--- src/rtl/dsp_mac_slice_param.sv ---
// dsp_mac_slice_param: signed pre-adder / multiplier / post-adder slice with
// configurable operand widths and pipeline depth. The opmode, C operand, the
// selected carry and a valid bit travel with each sample, so the mode can change
// on every cycle. The P stage adds saturation, overflow/underflow flags and
// pattern detect. PCIN/PCOUT allow slices to be chained.
module dsp_mac_slice_param #(
    parameter int                 A_WIDTH    = 18,
    parameter int                 B_WIDTH    = 18,
    parameter int                 P_WIDTH    = 48,
    parameter int                 IN_STAGES  = 1,
    parameter int                 MREG       = 1,
    parameter                     CARRYINSEL = "OPMODE5",
    parameter int                 SATURATE   = 0,
    parameter logic [P_WIDTH-1:0] PATTERN    = '0,
    parameter logic [P_WIDTH-1:0] MASK       = '1
) (
    input  logic                       CLK,
    input  logic                       RST,
    input  logic                       CE,
    input  logic                       IN_VALID,
    input  logic [A_WIDTH-1:0]         A,
    input  logic [B_WIDTH-1:0]         B,
    input  logic [B_WIDTH-1:0]         D,
    input  logic [P_WIDTH-1:0]         C,
    input  logic [P_WIDTH-1:0]         PCIN,
    input  logic                       CARRYIN,
    input  logic [7:0]                 OPMODE,
    output logic                       OUT_VALID,
    output logic [A_WIDTH+B_WIDTH:0]   M,
    output logic [P_WIDTH-1:0]         P,
    output logic [P_WIDTH-1:0]         PCOUT,
    output logic                       CARRYOUT,
    output logic                       OVERFLOW,
    output logic                       UNDERFLOW,
    output logic                       PATTERNDETECT
);

    localparam int  MW      = A_WIDTH + B_WIDTH + 1;
    localparam int  FW      = P_WIDTH + 2;
    localparam int  UW      = P_WIDTH + 1;
    localparam bit  USE_CIN = (CARRYINSEL == "CARRYIN");

    localparam logic [FW-1:0]      FULL_MAX = {3'b000, {(P_WIDTH-1){1'b1}}};
    localparam logic [FW-1:0]      FULL_MIN = {3'b111, {(P_WIDTH-1){1'b0}}};
    localparam logic [P_WIDTH-1:0] P_MAX    = {1'b0, {(P_WIDTH-1){1'b1}}};
    localparam logic [P_WIDTH-1:0] P_MIN    = {1'b1, {(P_WIDTH-1){1'b0}}};

    // Everything a sample needs, bundled so the input stages shift it as one word.
    typedef struct packed {
        logic               valid;
        logic [7:0]         opmode;
        logic               carryin;
        logic [P_WIDTH-1:0] c;
        logic [B_WIDTH-1:0] d;
        logic [B_WIDTH-1:0] b;
        logic [A_WIDTH-1:0] a;
    } in_t;

    // After the multiplier only the post-adder controls are still needed:
    // opmode bits [7] and [3:0], the already selected carry, C and the product.
    typedef struct packed {
        logic               valid;
        logic               sub;
        logic [3:0]         xz_sel;
        logic               cin;
        logic [P_WIDTH-1:0] c;
        logic [MW-1:0]      prod;
    } m_t;

    in_t in_raw;
    in_t in_s;
    m_t  m_raw;
    m_t  m_s;

    assign in_raw = {IN_VALID, OPMODE, CARRYIN, C, D, B, A};

    generate
        if (IN_STAGES == 0) begin : g_in_none
            assign in_s = in_raw;
        end else begin : g_in_regs
            in_t in_pipe [IN_STAGES];

            // Shift the input bundle through IN_STAGES registers.
            always_ff @(posedge CLK or posedge RST) begin
                if (RST) begin
                    for (int i = 0; i < IN_STAGES; i++) in_pipe[i] <= '0;
                end else if (CE) begin
                    in_pipe[0] <= in_raw;
                    for (int i = 1; i < IN_STAGES; i++) in_pipe[i] <= in_pipe[i-1];
                end
            end

            assign in_s = in_pipe[IN_STAGES-1];
        end
    endgenerate

    logic [B_WIDTH:0] b_ext;
    logic [B_WIDTH:0] d_ext;
    logic [B_WIDTH:0] pre;
    logic [MW-1:0]    prod;
    logic             cin_sel;

    assign b_ext = {in_s.b[B_WIDTH-1], in_s.b};
    assign d_ext = {in_s.d[B_WIDTH-1], in_s.d};

    // Pre-adder: pass B, D+B or D-B, one bit wider than the operands.
    always_comb begin
        pre = b_ext;
        if (in_s.opmode[4]) begin
            pre = in_s.opmode[6] ? (d_ext - b_ext) : (d_ext + b_ext);
        end
    end

    // Both operands are sign-extended to the product width, so the low MW bits
    // of the product are the correct signed result.
    assign prod    = MW'($signed(pre)) * MW'($signed(in_s.a));
    assign cin_sel = USE_CIN ? in_s.carryin : in_s.opmode[5];
    assign m_raw   = {in_s.valid, in_s.opmode[7], in_s.opmode[3:0], cin_sel, in_s.c, prod};

    generate
        if (MREG == 0) begin : g_m_none
            assign m_s = m_raw;
        end else begin : g_m_reg
            m_t m_q;

            // Product register, with the sample's post-adder controls alongside.
            always_ff @(posedge CLK or posedge RST) begin
                if (RST) begin
                    m_q <= '0;
                end else if (CE) begin
                    m_q <= m_raw;
                end
            end

            assign m_s = m_q;
        end
    endgenerate

    logic [P_WIDTH-1:0] m_ext;
    logic [P_WIDTH-1:0] x_mux;
    logic [P_WIDTH-1:0] z_mux;

    assign m_ext = P_WIDTH'($signed(m_s.prod));

    // X operand select.
    always_comb begin
        x_mux = '0;
        case (m_s.xz_sel[1:0])
            2'b00:   x_mux = '0;
            2'b01:   x_mux = m_ext;
            2'b10:   x_mux = P;
            default: x_mux = m_s.c;
        endcase
    end

    // Z operand select.
    always_comb begin
        z_mux = '0;
        case (m_s.xz_sel[3:2])
            2'b00:   z_mux = '0;
            2'b01:   z_mux = PCIN;
            2'b10:   z_mux = P;
            default: z_mux = m_s.c;
        endcase
    end

    logic [FW-1:0]      x_f;
    logic [FW-1:0]      z_f;
    logic [FW-1:0]      full;
    logic [UW-1:0]      x_u;
    logic [UW-1:0]      z_u;
    logic               co_next;
    logic [P_WIDTH-1:0] sum_low_unused;
    logic               ovf_next;
    logic               unf_next;
    logic [P_WIDTH-1:0] p_next;
    logic               pd_next;

    assign x_f = FW'($signed(x_mux));
    assign z_f = FW'($signed(z_mux));
    assign x_u = {1'b0, x_mux};
    assign z_u = {1'b0, z_mux};

    // Signed result wide enough that it can never wrap, plus the unsigned
    // carry/borrow of the P_WIDTH-bit operation.
    always_comb begin
        if (m_s.sub) begin
            full                      = z_f - x_f - FW'(m_s.cin);
            {co_next, sum_low_unused} = z_u - x_u - UW'(m_s.cin);
        end else begin
            full                      = z_f + x_f + FW'(m_s.cin);
            {co_next, sum_low_unused} = z_u + x_u + UW'(m_s.cin);
        end
    end

    assign ovf_next = $signed(full) > $signed(FULL_MAX);
    assign unf_next = $signed(full) < $signed(FULL_MIN);

    // Clamp only when saturation is enabled; otherwise wrap modulo 2^P_WIDTH.
    always_comb begin
        p_next = full[P_WIDTH-1:0];
        if (SATURATE != 0) begin
            if (ovf_next)      p_next = P_MAX;
            else if (unf_next) p_next = P_MIN;
        end
    end

    assign pd_next = (((p_next ^ PATTERN) & ~MASK) == '0);

    // P stage: the valid bit advances on every enabled cycle, the result and
    // flags load only for a valid sample so bubbles leave the accumulator alone.
    always_ff @(posedge CLK or posedge RST) begin
        if (RST) begin
            OUT_VALID     <= 1'b0;
            P             <= '0;
            CARRYOUT      <= 1'b0;
            OVERFLOW      <= 1'b0;
            UNDERFLOW     <= 1'b0;
            PATTERNDETECT <= 1'b0;
        end else if (CE) begin
            OUT_VALID <= m_s.valid;
            if (m_s.valid) begin
                P             <= p_next;
                CARRYOUT      <= co_next;
                OVERFLOW      <= ovf_next;
                UNDERFLOW     <= unf_next;
                PATTERNDETECT <= pd_next;
            end
        end
    end

    assign M     = m_s.prod;
    assign PCOUT = P;

endmodule

--- config.mk ---
export PLATFORM = sky130hd
export DESIGN_NAME = dsp_mac_slice_param
export DESIGN_NICKNAME = d
export VERILOG_FILES = /design/src/rtl/dsp_mac_slice_param.sv
export SDC_FILE = /design/constraint.sdc
export NUM_CORES = 2
export LEC_CHECK = 0
export BUFFER_PORTS_ARGS = -buffer_cell sky130_fd_sc_hd__clkbuf_2
export CORE_UTILIZATION = 60
export DETAILED_ROUTE_END_ITERATION = 12
export MAX_ROUTING_LAYER = met4
export PLACE_DENSITY = 0.78
export SLEW_MARGIN = 20
export SYNTH_ARGS = -nofsm -noshare
export SYNTH_HDL_FRONTEND = slang
export SYNTH_SLANG_ARGS = --single-unit
--- constraint.sdc ---
create_clock -name CLK -period 22.9 [get_ports CLK]
set_input_delay 6.87 -clock CLK [delete_from_list [all_inputs] [get_ports CLK]]
set_output_delay 6.87 -clock CLK [all_outputs]
set_load 0.01 [all_outputs]
==> results_tabular.tex <==
\begin{tabular}{lr}
\hline
Metric & Value \\
\hline
\multicolumn{2}{l}{\textbf{Status}} \\
Outcome & complete, no violations \\
\multicolumn{2}{l}{\textbf{Critical path}} \\
Most used cell, CP & sky130\_fd\_sc\_hd\_\_fa\_1 \\
Critical path data arrival time & 11.74 ns \\
Crit start category & flip-flop \\
Classification of the worst setup path & reg2reg \\
Critical path's largest stage delay & 0.84 ns \\
Critical Path End Type & flip-flop \\
Critical-path top delay cell & sky130\_fd\_sc\_hd\_\_a31oi\_2 \\
Buf/Inv on CP & 5 \\
Endpoint required time on the critical path & 23.39 ns \\
Kind of cell adding the most delay to the critical path & adder cells \\
Maximum fanout count along the critical path & 24 \\
\multicolumn{2}{l}{\textbf{Drt}} \\
Total iterations of the first detailed-routing run & 6 \\
Final antenna-violating net count & 0 \\
Via/cell ratio & 5.86 \\
Routed wirelength normalized by instance count & 19.7 um \\
Via count of the routed design & 26.9k \\
Drt initial violations & 1973 \\
Remaining routing DRC violations & 0 \\
Overall routed net length & 90.1 mm \\
\multicolumn{2}{l}{\textbf{Logic synthesis}} \\
Share of synthesized area occupied by flip-flops and latches & 19.1\% \\
Xor and xnor area share after synthesis & 3.87\% \\
Area of the mapped netlist & 0.0335 mm\^{}2 \\
Count of different cell masters after synthesis & 79 \\
Synth Area in Compound Gates & 14.1\% \\
Warnings, synthesis & 0 \\
Number of nets produced by synthesis & 4492 \\
Multiplexer share of the synthesized area & 9.71\% \\
\#FFs+latches synth & 256 \\
Post-Synthesis Mean Instance Area & 8.99 um\^{}2 \\
Number of cells produced by synthesis & 3727 \\
Async S/R FF share, synth & 100\% \\
Combinational family with the most area after synthesis & adder cells \\
Synth Area in Simple Gates & 12.9\% \\
Primary flip-flop cell chosen by synthesis mapping & sky130\_fd\_sc\_hd\_\_dfrtp\_1 \\
Number of enable flip-flop cells after synthesis & 0 \\
Adder-cell share of the synthesized area & 30.2\% \\
\multicolumn{2}{l}{\textbf{STA}} \\
Summed negative setup slack over all endpoints & 0 ns \\
Maximum clock frequency & 88.9 MHz \\
Finish-stage setup viols & 0 \\
Count of pins over their slew limit & 0 \\
Slew @ Worst Pin & 1.05 ns \\
Fin crit share & 49.1\% \\
Slew margin rel. & 29.9\% \\
Crit path time final & 11.25 ns \\
Number of hold-slack violations in the final timing report & 0 \\
RSZ-0062 raised after global routing & no \\
Clock Skews & 0.0162 ns \\
\multicolumn{2}{l}{\textbf{Clocking}} \\
Number of levels the H-tree was split into & 1 \\
Reg clk slew, reported paths & 0.07 ns \\
TritonCTS clock tree & built \\
Setup bufs post-CTS & 0 \\
Clock tree buffer depth & 3 \\
PostCTS Resize Cnt & 0 \\
\# hold bufs at CTS & 0 \\
TritonCTS Buffers & 30 \\
CTS root buf & sky130\_fd\_sc\_hd\_\_clkbuf\_16 \\
CTS Sinks & 256 \\
Clock latency on the worst-skew pair & 0.61 ns \\
\multicolumn{2}{l}{\textbf{Global route}} \\
Largest net degree at the start of global routing & 131 \\
Number of global-route vias before repair & 27.4k \\
Overall Global Routing Usage & 33.5\% \\
First-pass GRT wire length & 146 mm \\
GRT Residual Overflow & 0 \\
Initial antenna violation count & 2 \\
\multicolumn{2}{l}{\textbf{Placement}} \\
Half-perimeter wire length after detailed placement & 69.0 mm \\
Count of buffers from port buffering & 299 \\
Placer congestion estimate & 0.987 \\
\multicolumn{2}{l}{\textbf{Floorplanning}} \\
Number of placed I/O pins & 301 \\
Vertical die dimension & 238 um \\
Die extent in x & 238 um \\
Full die area & 0.0568 mm\^{}2 \\
Initial Utilization & 60.8\% \\
Core Footprint & 0.0551 mm\^{}2 \\
Row Count & 86 \\
\multicolumn{2}{l}{\textbf{Cells and area}} \\
Multi-input logic area & 0.0238 mm\^{}2 \\
Layout overhead on the synthesized area & 7.10\% \\
Most common cell after layout, fill and taps aside & sky130\_fd\_sc\_hd\_\_inv\_1 \\
Final net count & 4576 \\
Filler cell count & 4633 \\
Total area of sequential cells & 0.00641 mm\^{}2 \\
Final standard cell utilization of the core & 65.1\% \\
Highest-count cells in the layout ignoring fill and taps & sky130\_fd\_sc\_hd\_\_inv\_1 (539), sky130\_fd\_sc\_hd\_\_nand2\_1 (379), sky130\_fd\_sc\_hd\_\_fa\_1 (344) \\
Share of layout cells above drive strength 1 & 18.0\% \\
\multicolumn{2}{l}{\textbf{Worst hold path}} \\
Path class of the lowest-slack min-delay path & reg2reg \\
\multicolumn{2}{l}{\textbf{Job}} \\
Max-cap violations & 0 \\
\hline
\end{tabular}
logic make-up after synthesis:
family,count (synthesis)
adder cells (fa/ha/maj),603
AND/OR/NAND/NOR,914
AO/OA/AOI/OAI,704
XOR/XNOR,148
multiplexers,290
buffers and inverters,812
flip-flops,256
stage by stage:
stage,setup WS (ns),instance area [um^2],hold slack [ns],instances
5_1_grt,11.05,35900,0.495,4582
3_3_place_gp,11.79,34800,0.453,4527
3_5_place_dp,11.76,34800,0.454,4527
6_report,11.65,35900,0.484,4582
2_1_floorplan,8.99,33500,0.449,3727
4_1_cts,11.72,35900,0.472,4580
final cells by class:
class | count | area share (%)
multi-input combinational | 2659 | 66.2
sequential | 256 | 17.9
inverter | 540 | 5.67
timing repair buffer | 324 | 4.72
tap | 748 | 2.61
clock buffer | 40 | 2.37
clock inverter | 13 | 0.509
antenna | 2 | 0.0140
synth_stat cells, drive strengths merged, types with 22 or more instances:
cell type / count / area (um^2)
clkbuf: 170 / 639
and3: 22 / 138
ha: 258 / 3230
mux2: 280 / 3150
xor2: 39 / 342
buf: 102 / 722
fa: 344 / 6890
nor2b: 33 / 206
o21ai: 133 / 666
o21a: 22 / 165
inv: 540 / 2030
nand2: 380 / 1430
nand4: 25 / 156
a211oi: 27 / 203
and2: 154 / 963
dfrtp: 256 / 6410
a21o: 58 / 435
nor2: 151 / 567
nor3: 54 / 275
a22o: 96 / 841
xnor2: 109 / 955
nand3: 37 / 185
nand2b: 23 / 144
a21oi: 185 / 933
a31oi: 24 / 156
path summary, 6_finish.rpt:
kind,cells after the start,slack (ns),startpoint,to
setup reg to reg,37,11.65,b_ext[6]$_DFFE_PP0P_,M[35]$_DFFE_PP0P_
setup / recovery,37,11.65,b_ext[6]$_DFFE_PP0P_,M[35]$_DFFE_PP0P_
max in group asynchronous,3,14.95,RST,P[4]$_DFFE_PP0P_
hold reg to reg,1,0.48,PATTERNDETECT$_DFFE_PP0P_,PATTERNDETECT$_DFFE_PP0P_
min in group asynchronous,2,6.45,RST,g_in_regs.in_pipe[100]$_DFFE_PP0P_
hold / removal,1,0.48,PATTERNDETECT$_DFFE_PP0P_,PATTERNDETECT$_DFFE_PP0P_
per-layer routing:
metal	global-route usage (%)	wire (um)	vias to the layer above
li1	-	-	12400
met1	42.6	37100	13300
met2	55.6	43600	977
met3	4.04	5890	203
met4	11.5	3580	0
met5	-	0	-
flip-flops by register name, indices dropped and copies added (netlist names):
name	flops
CARRYOUT	1
M	37
OUT_VALID	1
OVERFLOW	1
P	48
PATTERNDETECT	1
UNDERFLOW	1
b_ext	18
cin_sel	1
d_ext	18
g_in_regs.in_pipe	74
g_m_reg.m_q	55
Power is not shown: default switching activity piles up to over one toggle a cycle in this logic, so the estimate is an artifact.
